--- src/rtl/demux_tdm4_if.sv ---
// Bus bundle for the 4-slot TDM demultiplexer: slot stream in, frame/status out.
// The master drives the slot stream; the slave (the demux) drives the results.
interface demux_tdm4_if #(
  parameter int unsigned W = 1
);
  logic         en;
  logic         sync;
  logic [W-1:0] din;
  logic [W-1:0] q0;
  logic [W-1:0] q1;
  logic [W-1:0] q2;
  logic [W-1:0] q3;
  logic         frame_valid;
  logic         locked;
  logic         s1;
  logic         s0;
  logic         sync_err;
  logic [7:0]   err_cnt;

  modport master (
    output en, sync, din,
    input  q0, q1, q2, q3, frame_valid, locked, s1, s0, sync_err, err_cnt
  );

  modport slave (
    input  en, sync, din,
    output q0, q1, q2, q3, frame_valid, locked, s1, s0, sync_err, err_cnt
  );
endinterface

--- src/rtl/demux_tdm4.sv ---
// Four-slot TDM demultiplexer with sync-marker framing (HUNT/LOCKED) and error counting.
// Slots 0..2 wait in a shadow buffer; the slot-3 sample commits the whole frame at once.
module demux_tdm4 #(
  parameter int unsigned W = 1
) (
  input logic           clk,
  input logic           rst_n,
  demux_tdm4_if.slave   bus
);

  typedef enum logic [0:0] {StHunt, StLocked} state_e;

  state_e              state_q, state_d;
  logic [1:0]          cnt_q, cnt_d;
  logic [2:0][W-1:0]   shadow_q, shadow_d;
  logic [3:0][W-1:0]   q_q, q_d;
  logic                fv_q, fv_d;
  logic                se_q, se_d;
  logic                locked_q;
  logic [7:0]          err_q, err_d;

  always_comb begin
    state_d  = state_q;
    cnt_d    = cnt_q;
    shadow_d = shadow_q;
    q_d      = q_q;
    fv_d     = 1'b0;
    se_d     = 1'b0;

    if (bus.en) begin
      case (state_q)
        StHunt: begin
          if (bus.sync) begin
            shadow_d[0] = bus.din;
            cnt_d       = 2'd1;
            state_d     = StLocked;
          end
        end
        StLocked: begin
          if (bus.sync) begin
            // A sync anywhere but slot 0 drops the partial frame and restarts it.
            se_d        = (cnt_q != 2'd0);
            shadow_d[0] = bus.din;
            cnt_d       = 2'd1;
          end else if (cnt_q == 2'd0) begin
            se_d    = 1'b1;
            state_d = StHunt;
          end else begin
            if (cnt_q == 2'd3) begin
              q_d  = {bus.din, shadow_q[2], shadow_q[1], shadow_q[0]};
              fv_d = 1'b1;
            end else if (cnt_q == 2'd1) begin
              shadow_d[1] = bus.din;
            end else begin
              shadow_d[2] = bus.din;
            end
            cnt_d = 2'(cnt_q + 2'd1);
          end
        end
        default: begin
          state_d = StHunt;
          cnt_d   = 2'd0;
        end
      endcase
    end

    err_d = (se_d && (err_q != 8'hff)) ? 8'(err_q + 8'd1) : err_q;
  end

  always_ff @(posedge clk or negedge rst_n) begin
    if (!rst_n) begin
      state_q  <= StHunt;
      cnt_q    <= 2'd0;
      shadow_q <= '0;
      q_q      <= '0;
      fv_q     <= 1'b0;
      se_q     <= 1'b0;
      locked_q <= 1'b0;
      err_q    <= 8'd0;
    end else begin
      state_q  <= state_d;
      cnt_q    <= cnt_d;
      shadow_q <= shadow_d;
      q_q      <= q_d;
      fv_q     <= fv_d;
      se_q     <= se_d;
      locked_q <= (state_d == StLocked);
      err_q    <= err_d;
    end
  end

  assign bus.q0          = q_q[0];
  assign bus.q1          = q_q[1];
  assign bus.q2          = q_q[2];
  assign bus.q3          = q_q[3];
  assign bus.frame_valid = fv_q;
  assign bus.sync_err    = se_q;
  assign bus.locked      = locked_q;
  assign bus.s1          = cnt_q[1];
  assign bus.s0          = cnt_q[0];
  assign bus.err_cnt     = err_q;

endmodule

--- src/flat_wrapper.sv ---
// flat-port wrapper written by rule: the top's interface ports become plain ports
module demux_tdm4_flat 
#(
  parameter int unsigned W = 1
)
  (clk, rst_n, bus_en, bus_sync, bus_din, bus_q0, bus_q1, bus_q2, bus_q3, bus_frame_valid, bus_locked, bus_s1, bus_s0, bus_sync_err, bus_err_cnt);
  demux_tdm4_if #(.W(W)) bus_i ();
  input logic clk;
  input logic rst_n;
  input wire logic [$bits(bus_i.en)-1:0] bus_en;
  input wire logic [$bits(bus_i.sync)-1:0] bus_sync;
  input wire logic [$bits(bus_i.din)-1:0] bus_din;
  output wire logic [$bits(bus_i.q0)-1:0] bus_q0;
  output wire logic [$bits(bus_i.q1)-1:0] bus_q1;
  output wire logic [$bits(bus_i.q2)-1:0] bus_q2;
  output wire logic [$bits(bus_i.q3)-1:0] bus_q3;
  output wire logic [$bits(bus_i.frame_valid)-1:0] bus_frame_valid;
  output wire logic [$bits(bus_i.locked)-1:0] bus_locked;
  output wire logic [$bits(bus_i.s1)-1:0] bus_s1;
  output wire logic [$bits(bus_i.s0)-1:0] bus_s0;
  output wire logic [$bits(bus_i.sync_err)-1:0] bus_sync_err;
  output wire logic [$bits(bus_i.err_cnt)-1:0] bus_err_cnt;
  assign bus_i.en = bus_en;
  assign bus_i.sync = bus_sync;
  assign bus_i.din = bus_din;
  assign bus_q0 = bus_i.q0;
  assign bus_q1 = bus_i.q1;
  assign bus_q2 = bus_i.q2;
  assign bus_q3 = bus_i.q3;
  assign bus_frame_valid = bus_i.frame_valid;
  assign bus_locked = bus_i.locked;
  assign bus_s1 = bus_i.s1;
  assign bus_s0 = bus_i.s0;
  assign bus_sync_err = bus_i.sync_err;
  assign bus_err_cnt = bus_i.err_cnt;
  demux_tdm4 #(.W(W)) u_core (.clk(clk), .rst_n(rst_n), .bus(bus_i));
endmodule
--- config.mk ---
export PLATFORM = sky130hd
export DESIGN_NAME = demux_tdm4_flat
export DESIGN_NICKNAME = d
export VERILOG_FILES = /design/src/rtl/demux_tdm4_if.sv /design/src/rtl/demux_tdm4.sv /design/src/flat_wrapper.sv
export SDC_FILE = /design/constraint.sdc
export NUM_CORES = 1
export LEC_CHECK = 0
export CELL_PAD_IN_SITES_DETAIL_PLACEMENT = 1
export CELL_PAD_IN_SITES_GLOBAL_PLACEMENT = 2
export CORE_MARGIN = 1.5
export CORE_UTILIZATION = 32
export CTS_BUF_LIST = sky130_fd_sc_hd__clkbuf_16
export DETAILED_ROUTE_END_ITERATION = 16
export HOLD_SLACK_MARGIN = 0.02
export PLACE_DENSITY_LB_ADDON = 0.1
export SKIP_CTS_REPAIR_TIMING = 1
export SYNTH_ARGS = -nofsm -noshare
export SYNTH_HDL_FRONTEND = slang
export SYNTH_SLANG_ARGS = --single-unit
--- constraint.sdc ---
create_clock -name clk -period 2.6 [get_ports clk]
set_clock_uncertainty 0.1 [all_clocks]
set_input_delay 0.78 -clock clk [delete_from_list [all_inputs] [get_ports clk]]
set_output_delay 0.78 -clock clk [all_outputs]
set_load 0.02 [all_outputs]
# [After elaboration in Yosys (flattened, before gate mapping)]
# Index checks and enable logic that the tools add are counted.
[classes] add_sub_neg=2 mul=0 div_mod_pow=0 n_lt_le_gt_ge=0 n_eq_ne=5 shift=0 n_mux=18 bitwise=5 reduce_logical=8
[ops] operator="two-way mux 1 bit" count=13
[ops] operator="AND reduction 6 bit" count=2
[ops] operator="adder 8 x 1 -> 8 bit, second input constant" count=1
[ops] operator="!= test 8 bit, second input constant" count=1
[ops] operator="two-way mux 2 bit" count=3
[ops] operator="NOT 1 bit" count=5
[ops] operator="AND reduction 5 bit" count=1
[ops] operator="one-hot mux 2 bit (2 select lines)" count=1
[ops] operator="!= test 3 bit, second input constant" count=1
[ops] operator="AND reduction 3 bit" count=1
[ops] operator="adder 2 x 1 -> 2 bit, second input constant" count=1
[ops] operator="equality test 2 x 1 -> 1 bit, second input constant" count=1
[ops] operator="equality test 2 bit, second input constant" count=1
[ops] operator="zero test 2 bit" count=1
[ops] operator="!= test 2 bit, second input constant" count=1
[ops] operator="one-hot mux 1 bit (2 select lines)" count=1
[ops] operator="AND reduction 2 bit" count=1
[ops] operator="nonzero test 2 bit" count=1
[ops] operator="logical AND 1 bit" count=1
[word_totals] register_bits=20 latchBits=0 ramBits=0 mem_bits_ro=0 input_bits=5 elab_cells=50 mem_count=0

# [Depth between registers and ports, before layout]
[logic_depth] depth_word=6 ltp_mapped=8

# [Worst setup path before layout]
# No wires, ideal clock.
[synth_timing] path_type="input -> register" start="in bus_sync" end="reg u_core.err_q[7], in the netlist u_core.bus.err_cnt[7]" setup_ns=0.125 arrival_time_ns=1.816 required_time_ns=2.375 path_slack_ns=0.560 stages=5 n_path_buf=0 cell_sequence="inv_1 ha_1 nand4_2 nor4_2 mux2_2"
[synth_between] elab_chain_len=4
[synth_lines] item="start, declared" line="flat_wrapper.sv:11" text="input wire logic [$bits(bus_i.sync)-1:0] bus_sync;"
[synth_lines] item="two-way mux 1 bit" line="demux_tdm4.sv:40" text="if (bus.sync) begin"
[synth_lines] item="two-way mux 1 bit" line="demux_tdm4.sv:31" text="case (state_q)"
[synth_lines] item="two-way mux 1 bit" line="demux_tdm4.sv:30" text="if (bus.en) begin"
[synth_lines] item="logical AND 1 bit" line="demux_tdm4.sv:67" text="err_d = (se_d && (err_q != 8'hff)) ? 8'(err_q + 8'd1) : err_q;"
[synth_lines] item="end signal, assigned" line="demux_tdm4.sv:88" text="err_q <= err_d;"
[synth_lines] item="end, declared" line="demux_tdm4.sv:20" text="logic [7:0] err_q, err_d;"
# Every way passes these cells.
# A chain may end at the register's enable or synchronous reset.

# [Worst setup path after layout]
# Same ends and word-level chain as after synthesis.

==> metrics.log <==
[metrics] outcome: complete, no violations
[metrics] RSZ-0062 raised after global routing: false
[metrics] cell breakdown of the critical path: clkdlybuf4s50_1, inv_1, ha_1, nand4_2, nor4_2, mux2_2
[metrics] placed insts: roughly 150
[metrics] overflow left after global routing: 0
[metrics] CP Launch Type: primary input
[metrics] sum of net half-perimeters after detailed placement: ~1.7 mm
[metrics] Hold WC Path Type: register to register
[metrics] post-layout worst setup margin: 0.233 ns
[metrics] internal power: between 900 and 1000 uW
[metrics] detailed router's first-iteration violation count: 16
[metrics] Finish-stage setup viols: 0
[metrics] top-level port count: 22
[metrics] worst-margin pin slew: between 0.2 and 0.3 ns
[metrics] FF+latch count, synth: 20
[metrics] Synth Area in Adders: about 8.6%
[metrics] die outline height: ~60 um
[metrics] vias per cell: 4.71
[metrics] nets@finish: 127
[metrics] wire length of the first global-routing pass: 3.78 mm
[metrics] max-capacitance violation count: 0
[metrics] width of the die: 59.5 um
[metrics] most numerous cell in the Yosys netlist: sky130_fd_sc_hd__dfrtp_1
[metrics] Synth Net Count: 99
[metrics] via count of the first global-routing pass: a little over 800
[metrics] portion of total power attributed to combinational logic: between 40 and 50%
[metrics] share of post-route cells with drive strength above 1: between 20% and 30%
[metrics] critical path data arrival time: around 2.4 ns
[metrics] detailed-router iteration count before antenna repair: 3
[metrics] post-synth top area share: about 50%
[metrics] initial antenna violation count: 0
[metrics] standard-cell rows: 20
[metrics] per-instance average area after synthesis: about 12 um2
[metrics] dominant combinational cell family by area after synthesis: simple AND/OR/NAND/NOR gates
[metrics] max-slew headroom at the worst pin: 81.8%
[metrics] Synth Area in XOR/XNOR: 1.72%
[metrics] Crit path largest cell delay: about 0.48 ns
[metrics] top area cells in the synthesized netlist: sky130_fd_sc_hd__dfrtp_1 49%, sky130_fd_sc_hd__mux2_2 11%, sky130_fd_sc_hd__ha_1 8.6%
[metrics] Period Utilization, post-route: 91.0%
[metrics] worst-case clock buffer depth: 2
[metrics] TritonCTS clock tree: built
[metrics] pre-CTS WS: -0.0350 ns
[metrics] clk slew on worst S/H paths: approximately 0.060 ns
[metrics] maximum number of pins on one net before global-route repair: 21
[metrics] pwr dens: around 1100 nW/um2
[metrics] CTS HTree Levels: 1
[metrics] effective utilization at floorplan: about a third
[metrics] # clock sinks: 20
[metrics] synthesis-to-layout area growth: 35.2%
[metrics] fraction of registers with async set/reset: between 90% and 100%
[metrics] final standard cell utilization of the core: approximately 45%
[metrics] library cell used as clock root buffer: sky130_fd_sc_hd__clkbuf_16
[metrics] Final Max Tran Viols: 0
[metrics] area of the placeable core: 3050 um2
[metrics] average wire per cell in the routed design: approximately 14 um
[metrics] CTS Buf Count: 3
[metrics] Distinct cells, synth: 33
[metrics] maximum fanout encountered on the critical timing path: 4
[metrics] master of the slowest instance on the critical path: sky130_fd_sc_hd__clkdlybuf4s50_1
[metrics] buffers added on ports: 21
[metrics] WP data required: about 2.6 ns
[metrics] DP Area: between 1000 and 1500 um2
[metrics] final design instance area without fill: between 1000 and 1500 um2
[metrics] Compound-Gate Fraction of Synth Area: approximately 6.4%
[metrics] most instantiated cells after synthesis: 20 x sky130_fd_sc_hd__dfrtp_1, 10 x sky130_fd_sc_hd__mux2_2, 9 x sky130_fd_sc_hd__nand2_1, 7 x sky130_fd_sc_hd__ha_1, 6 x sky130_fd_sc_hd__inv_1
[metrics] sum of buffers and inverters on the critical path: 2
[metrics] final wirelength: around 2.2 mm
[metrics] top cell type by total area after synthesis: sky130_fd_sc_hd__dfrtp_1
[metrics] cells after synthesis: 87
[metrics] number of synthesized flops with an enable pin: 0
[metrics] count of inserted antenna diode cells: 0
[metrics] post-detailed-route count of antenna-violating nets: 0
[metrics] Residual DRC: 0
[metrics] setup TNS: 0 ns
[metrics] sequential element share of the synthesized area: roughly half
[metrics] total global-route track usage: 14.2%
[metrics] CP Class: primary input to register
[metrics] filler cell count: 360
[metrics] simple-gate area share of the yosys netlist: between 10% and 20%
[metrics] switching part of the total power: between 30% and 40%
[metrics] Worst-Skew Late Latency: 0.25 ns
[metrics] mux cell area share after synthesis: 14.1%
[metrics] Clk pwr share: between 20% and 30%
[metrics] Static Leakage: 0.000604 uW
[metrics] cell area after technology mapping: 1020 um2
[metrics] primary flip-flop cell chosen by synthesis mapping: sky130_fd_sc_hd__dfrtp_1
[metrics] total vias in the final route: around 740
[metrics] CP endpoint kind: register
[metrics] Peak VDD IR: 455 uV
[metrics] reported net switching power: slightly below 600 uW
[metrics] number of hold violations in the final report: 0
[metrics] shortest period the worst path allows: approximately 2.4 ns
[metrics] non-filler cells in the finished layout: between 150 and 200
[metrics] cell family with the largest share of critical-path delay: buffers and inverters
[metrics] total die area: roughly 3500 um2
[metrics] achievable frequency: around 420 MHz
[metrics] sequential group share of total power: between 30 and 40%
[metrics] weighted congestion reported at the end of routability-driven placement: roughly 0.69
[metrics] synth warn: 0
==> area by class of cell <==
type / instances / area [um2] / share of cell area, %
multi-input cells: 59 / 487 / 35.3
clock inverters: 1 / 3.75 / 0.272
well taps: 44 / 55.1 / 3.99
clock buffers: 3 / 75.1 / 5.44
repair buffers: 24 / 233 / 16.9
inverters: 7 / 26.3 / 1.90
flip-flops and latches: 20 / 500 / 36.3
==> sequential cells by signal (all words and copies together) (netlist names) <==
register and cells:
u_core.cnt_q 2, u_core.bus.q1 1, u_core.bus.sync_err 1, u_core.bus.frame_valid 1
u_core.shadow_q 3, u_core.bus.q2 1, u_core.bus.q3 1, u_core.bus.q0 1
u_core.bus.err_cnt 8, u_core.state_q 1
==> layout by cell type (no fill, tap or decap), drive strengths merged <==
cell	n
clkbuf	3
o21ai	3
nand2	10
xnor2	2
nand4	2
nor4	1
dfrtp	20
o22ai	1
or2	1
clkinv	1
or2b	1
and3b	1
o211ai	1
mux2i	2
and3	2
nor2	1
clkdlybuf4s50	21
mux2	11
nor4b	1
nand3	3
ha	7
a21boi	1
inv	7
a22oi	1
nor3	4
buf	3
and2	1
o22a	1
a22o	1
==> cell families (layout without fill, tap and decap cells) <==
| logic type | count (synthesis) | after routing |
|---|---|---|
| AOI/OAI and AO/OA | 9 | 9 |
| muxes | 13 | 13 |
| adders and majority gates | 7 | 7 |
| buffers and inverters | 8 | 35 |
| and+or+nand+nor | 28 | 28 |
| xor gates and xnor gates | 2 | 2 |
| DFF | 20 | 20 |
==> power groups by stage <==
stage | logic [uW] | clock network, uW | registers (uW)
floorplan | 289 | 0 | 659
global placement | 683 | 0 | 558
detailed placement | 696 | 0 | 564
CTS | 702 | 326 | 560
global route | 753 | 341 | 586
finish | 690 | 317 | 559
==> per-layer routing <==
metal  GRT usage (%)  share of wire, %
met5               0                 0
met4            1.95                 0
met3            3.49               4.3
met2            23.1                47
met1            19.6                49
==> stage by stage <==
| step | power, uW | hold slack (ns) |
|---|---|---|
| after floorplan | 948 | 0.375 |
| after global placement | 1240 | 0.380 |
| after detailed placement | 1260 | 0.398 |
| after CTS | 1590 | 0.411 |
| after global routing | 1680 | 0.432 |
| final | 1570 | 0.407 |
==> worst paths after layout <==
| kind | start | endpoint | slack (ns) | depth (start not counted) |
|---|---|---|---|---|
| setup / recovery | bus_sync | u_core.bus.err_cnt[7] | 0.23 | 6 |
| hold / removal | u_core.bus.q1 | u_core.bus.q1 | 0.41 | 1 |
| setup reg to reg | u_core.cnt_q[1] | u_core.bus.err_cnt[7] | 0.51 | 7 |
| hold reg to reg | u_core.bus.q1 | u_core.bus.q1 | 0.41 | 1 |
| max in group asynchronous | rst_n | u_core.bus.q1 | 1.42 | 2 |
| min in group asynchronous | rst_n | u_core.cnt_q[0] | 0.77 | 2 |
(Power assumes the default switching activity.)
==> edit 1 (same flow settings) <==
`q_q` no longer has a reset.
--- a/src/rtl/demux_tdm4.sv
+++ b/src/rtl/demux_tdm4.sv
@@ -73,5 +73,4 @@
       cnt_q    <= 2'd0;
       shadow_q <= '0;
-      q_q      <= '0;
       fv_q     <= 1'b0;
       se_q     <= 1'b0;
@@ -82,5 +81,4 @@
       cnt_q    <= cnt_d;
       shadow_q <= shadow_d;
-      q_q      <= q_d;
       fv_q     <= fv_d;
       se_q     <= se_d;
@@ -88,4 +86,8 @@
       err_q    <= err_d;
     end
+  end
+
+  always_ff @(posedge clk) begin
+    q_q <= q_d;
   end
 
Check against the original RTL: differs if rst_n is asserted again (counterexample within 10 cycles, from zero or initial values and one cycle with rst_n low); with rst_n held inactive, the same outputs for 10 cycles.
==> edit 1 against the unedited design <==
- sequential share of layout area grew 3.1 points
- via count fell by 9.4%
- routed wire length is 12% lower
- sequential cell count unchanged
- combinational power decreased by 23%
- synthesized cell count fell by 11%
- total power decreased by 13%
- worst setup slack better by 0.055 ns
- final area fell by 4.1%
- die area is 3.7% lower
- synthesized area is 3.9% lower
- largest power group unchanged
- highest routed layer is now met4
==> edit 1: results (changes against the unedited design) <==
** Outcome
- Result of the run :: completed

** Global route
- The global routing usage summed across all routing layers is 13.16% (-1.1 points).
- First-pass GRT wire length :: 3318 um (-12%)
- The via count of the first global-routing pass is 719 (-13%).

** Power and ir drop
- Power share of the combinational group :: 39.2% (-4.9 points)
- The reported combinational group power is 0.532 mW (-23%).
- Worst supply voltage drop on vdd :: 0.4089 mV (-10%)
- Net Switching :: 0.4665 mW (-19%)
- P_leak :: 0.5751 nW (-4.8%)

** Worst setup path
- The arrival time of data at the critical path endpoint was 2.35 ns (-0.05 ns).
- Depth of the worst register-to-register path :: 8 (+1)
- The maximum fanout count along the critical path was 2 (-2).
- R2r startpoint :: u_core.cnt_q[0]$_DFFE_PN0P_
- The reg-to-reg setup timing slack was 0.60 ns (+0.09 ns).

** Logic synthesis
- Count of flip-flops with a built-in enable after synthesis :: 4 (+4)
- Share of flip-flops with an asynchronous set or reset :: 80.00% (-20 points)
- The gate count of the mapped netlist came to 77 (-11%).
- The portion of netlist area occupied by mux cells is 7.270% (-6.8 points).
- Portion of the post-synthesis area used by sequential elements :: 53.06% (+4.0 points)
- Unique cell type count in the Yosys netlist :: 32 (-3.0%)
- The number of nets produced by synthesis is 89 (-10%).
- The adder and majority gate portion of the synthesized area came to 8.929% (+0.35 points).
- Sorting the synthesized cells by area gives the leading types as dfrtp_1 (41%), edfxtp_1 (12%), ha_1 (8.9%).
- Commonest cells in the netlist :: dfrtp_1 (16), ha_1 (7), inv_1 (6)
- Area share of the largest cell type after synthesis :: 40.82% (-8.2 points)
- Post-Synth XOR/XNOR Area :: 3.571% (+1.9 points)
- The fraction of the mapped netlist area in compound gates came to 7.270% (+0.90 points).

** Finish
- Filler-free cell count of the finished design :: 136 (-14%)
- The number of nets in the layout came to 118 (-7.1%).
- Layout fillers :: 299 (-17%)
- Fraction of layout instances using a drive strength above 1 :: 20.00% (-1.9 points)

** Clock tree
- H-tree levels :: 1 (unchanged)
- Clock input transition at the sequential cells of the worst setup and hold paths :: 0.06 ns (about the same)
- Largest buffer count on any clock path :: 2 (unchanged)

** STA
- Final worst-path setup slack :: 0.2880 ns (+0.05484 ns)
- The worst slew margin relative to its limit is 82.63% (+0.80 points).

** Detailed routing
- Number of design-rule violations left by the first detailed-router iteration :: 3 (-13)
- The detailed route wirelength on metal2 is 872 um (-16%).
- The routed metal-1 wirelength was 991 um (-8.7%).
- DR vias :: 674 (-9.4%)
- Total length of routed met3 wires :: 81 um (-16%)
- Average wire per standard cell :: 14.40 um (+2.5%)
- Number of detailed-route iterations in the first pass :: 4 (+1)

** Worst hold path
- The number of instances on the worst hold path is 0 (-1).
- Capture endpoint of the worst hold path :: u_core.bus.q1$_DFFE_PP_
- Critical hold path startpoint :: u_core.shadow_q[1]$_DFFE_PN0P_

** Place
- Post-placement worst setup slack :: 0.01775 ns (+0.05271 ns)
- HPWL reported at the end of detailed placement :: 1430 um (-14%)
- The post-placement cell count is 132 (-14%).
- GPL Wtd Cong :: 0.7300 (+6.6%)
[edit 1: cell types whose count changed after synthesis, moves of 4 or more]
| cell | delta |
|---|---|
| nor3_1 | -4 |
| dfrtp_1 | -4 |
| nand2_1 | -4 |
| mux2_2 | -5 |
| edfxtp_1 | +4 |
[edit 1: cells by family (layout without fill, tap and decap cells)]
kind of cell    Yosys count  in the layout
xor+xnor                  4              4
flops                    20             20
buf+inv                   8             36
compound gates           10             10
simple gates             22             22
mux                       6              6
fa+ha+maj                 7              7
[edit 1: layout make-up]
class | instances | area, sq um | area share (%)
inverter | 6 | 22.52 | 1.701
clock inverter | 1 | 3.754 | 0.2836
tap | 31 | 38.79 | 2.930
timing repair buffer | 26 | 247.7 | 18.71
multi-input combinational | 49 | 415.4 | 31.38
sequential | 20 | 520.5 | 39.32
clock buffer | 3 | 75.07 | 5.671
[edit 1: per-layer routing]
metal  global-route usage [%]  vias up
li1                         -      331
met4                    4.983        0
met5                        0        -
met3                    2.857        2
met1                    18.62      327
met2                    19.74       14
==> edit 2 (config.mk and constraints unchanged) <==
Without the edit above. Make the reset (`rst_n`) synchronous in one clocked block.
--- a/src/rtl/demux_tdm4.sv
+++ b/src/rtl/demux_tdm4.sv
@@ -68,5 +68,5 @@
   end
 
-  always_ff @(posedge clk or negedge rst_n) begin
+  always_ff @(posedge clk) begin
     if (!rst_n) begin
       state_q  <= StHunt;
Behaviour: differs if rst_n is asserted again (counterexample within 4 cycles, from zero or initial values and one cycle with rst_n low); with rst_n held inactive, the same outputs for 10 cycles.
==> edit 2 against the unedited design <==
- synthesized area fell by 7.5%
- worst setup slack got worse by 0.11 ns
- final area fell by 6.9%
- routed wire length rose by 3.9%
- die area fell by 7.1%
- sequential cell count did not move
Power is not compared: it rests on default switching activity, and its combinational part moved more than twofold at a synthesized area within 25%.
==> edit 2: results (changes against the unedited design) <==
** Finish
- Fraction of layout instances using a drive strength above 1 :: 6.202% (-16 points)
- The number of nets in the layout was 142 (+12%).
- Final antenna diode count :: 0 (unchanged)
- The final non-filler cell total is 160 (+1.3%).

** Worst setup path
- The startpoint identified for the worst register-to-register timing path is u_core.cnt_q[0]$_SDFFE_PN0P_.
- Worst reg2reg endpoint :: u_core.bus.err_cnt[7]$_SDFFE_PN0P_
- The maximum fanout count along the critical path is 5 (+1).
- Depth of the worst register-to-register path :: 8 (+1)

** Place
- HPWL reported at the end of detailed placement :: 1685 um (+1.7%)
- Post-placement worst setup slack :: -0.1724 ns (-0.1374 ns)
- The placed instance area is 1209 sq um (-7.1%).
- The routability congestion estimate from global placement is 0.7150 (+4.4%).
- The number of port buffers came to 21 (unchanged).

** Detailed routing
- The vias per cell came to 5.169 (+9.8%).
- Number of design-rule violations left by the first detailed-router iteration :: 20 (+4)
- The first-pass iteration count of the detailed router was 2 (-1).

** Worst hold path
- Min-Delay Path Depth :: 2 (+1)
- For hold timing, the worst endpoint is u_core.shadow_q[0]$_SDFFE_PN0P_.
- Critical hold path startpoint :: u_core.shadow_q[0]$_SDFFE_PN0P_

** Global route
- Global-route total usage across every layer :: 15.17% (+0.93 points)
- Largest net degree at the start of global routing :: 19 (-9.5%)
- First-pass GRT wire length :: 3919 um (+3.6%)
- The via count of the first global-routing pass was 851 (+3.0%).

** STA
- Post-route worst hold slack :: 0.3967 ns (-0.01011 ns)
- Slew @ Worst Pin :: 0.5971 ns (+0.3252 ns)

** Logic synthesis
- The post-synthesis average cell area was 9.083 sq um (-23%).
- Unique cell type count in the Yosys netlist :: 31 (-6.1%)
- By count the netlist is led by dfxtp_1 (20), nand2_1 (12), nand3_1 (8), nor2b_1 (8).
- Portion of the post-synthesis area used by sequential elements :: 42.38% (-6.6 points)
- The number of nets produced by synthesis is 115 (+16%).
- The share of synthesized flip-flops with an asynchronous set or reset came to 0% (-100 points).

** Outcome
- The run finished with clean final reports.

** Clock tree
- Total clock buffers created by CTS :: 3 (unchanged)
==> edit 2: area by class of cell <==
| cell class | count | area [sq um] |
|---|---|---|
| Inverter | 5 | 18.77 |
| Fill cell | 326 | 1496 |
| Clock buffer | 3 | 75.07 |
| Tap cell | 31 | 38.79 |
| Multi-Input combinational cell | 77 | 519.2 |
| Sequential cell | 20 | 400.4 |
| Timing Repair Buffer | 24 | 232.7 |
==> edit 2: cell families (layout without fill, tap and decap cells) <==
family	Yosys count	count (layout)	synth area share [%]
compound gates	17	17	12.32
xor+xnor	2	2	1.855
fa+ha+maj	6	6	7.947
buf+inv	7	32	2.782
flops	20	20	42.38
mux	6	6	6.358
simple gates	46	46	26.36
==> edit 2: tightest hold or removal path, cell delays in order (launching register included) <==
cell and delay [ns]:
dfxtp_1 0.32, nand2_1 0.05, a21boi_0 0.07
==> edit 2: layer usage <==
metal	wire length, um	global-route usage [%]
met3	55	2.721
met2	1053	23.81
met5	0	0
met1	1179	20.73
met4	16	5.980
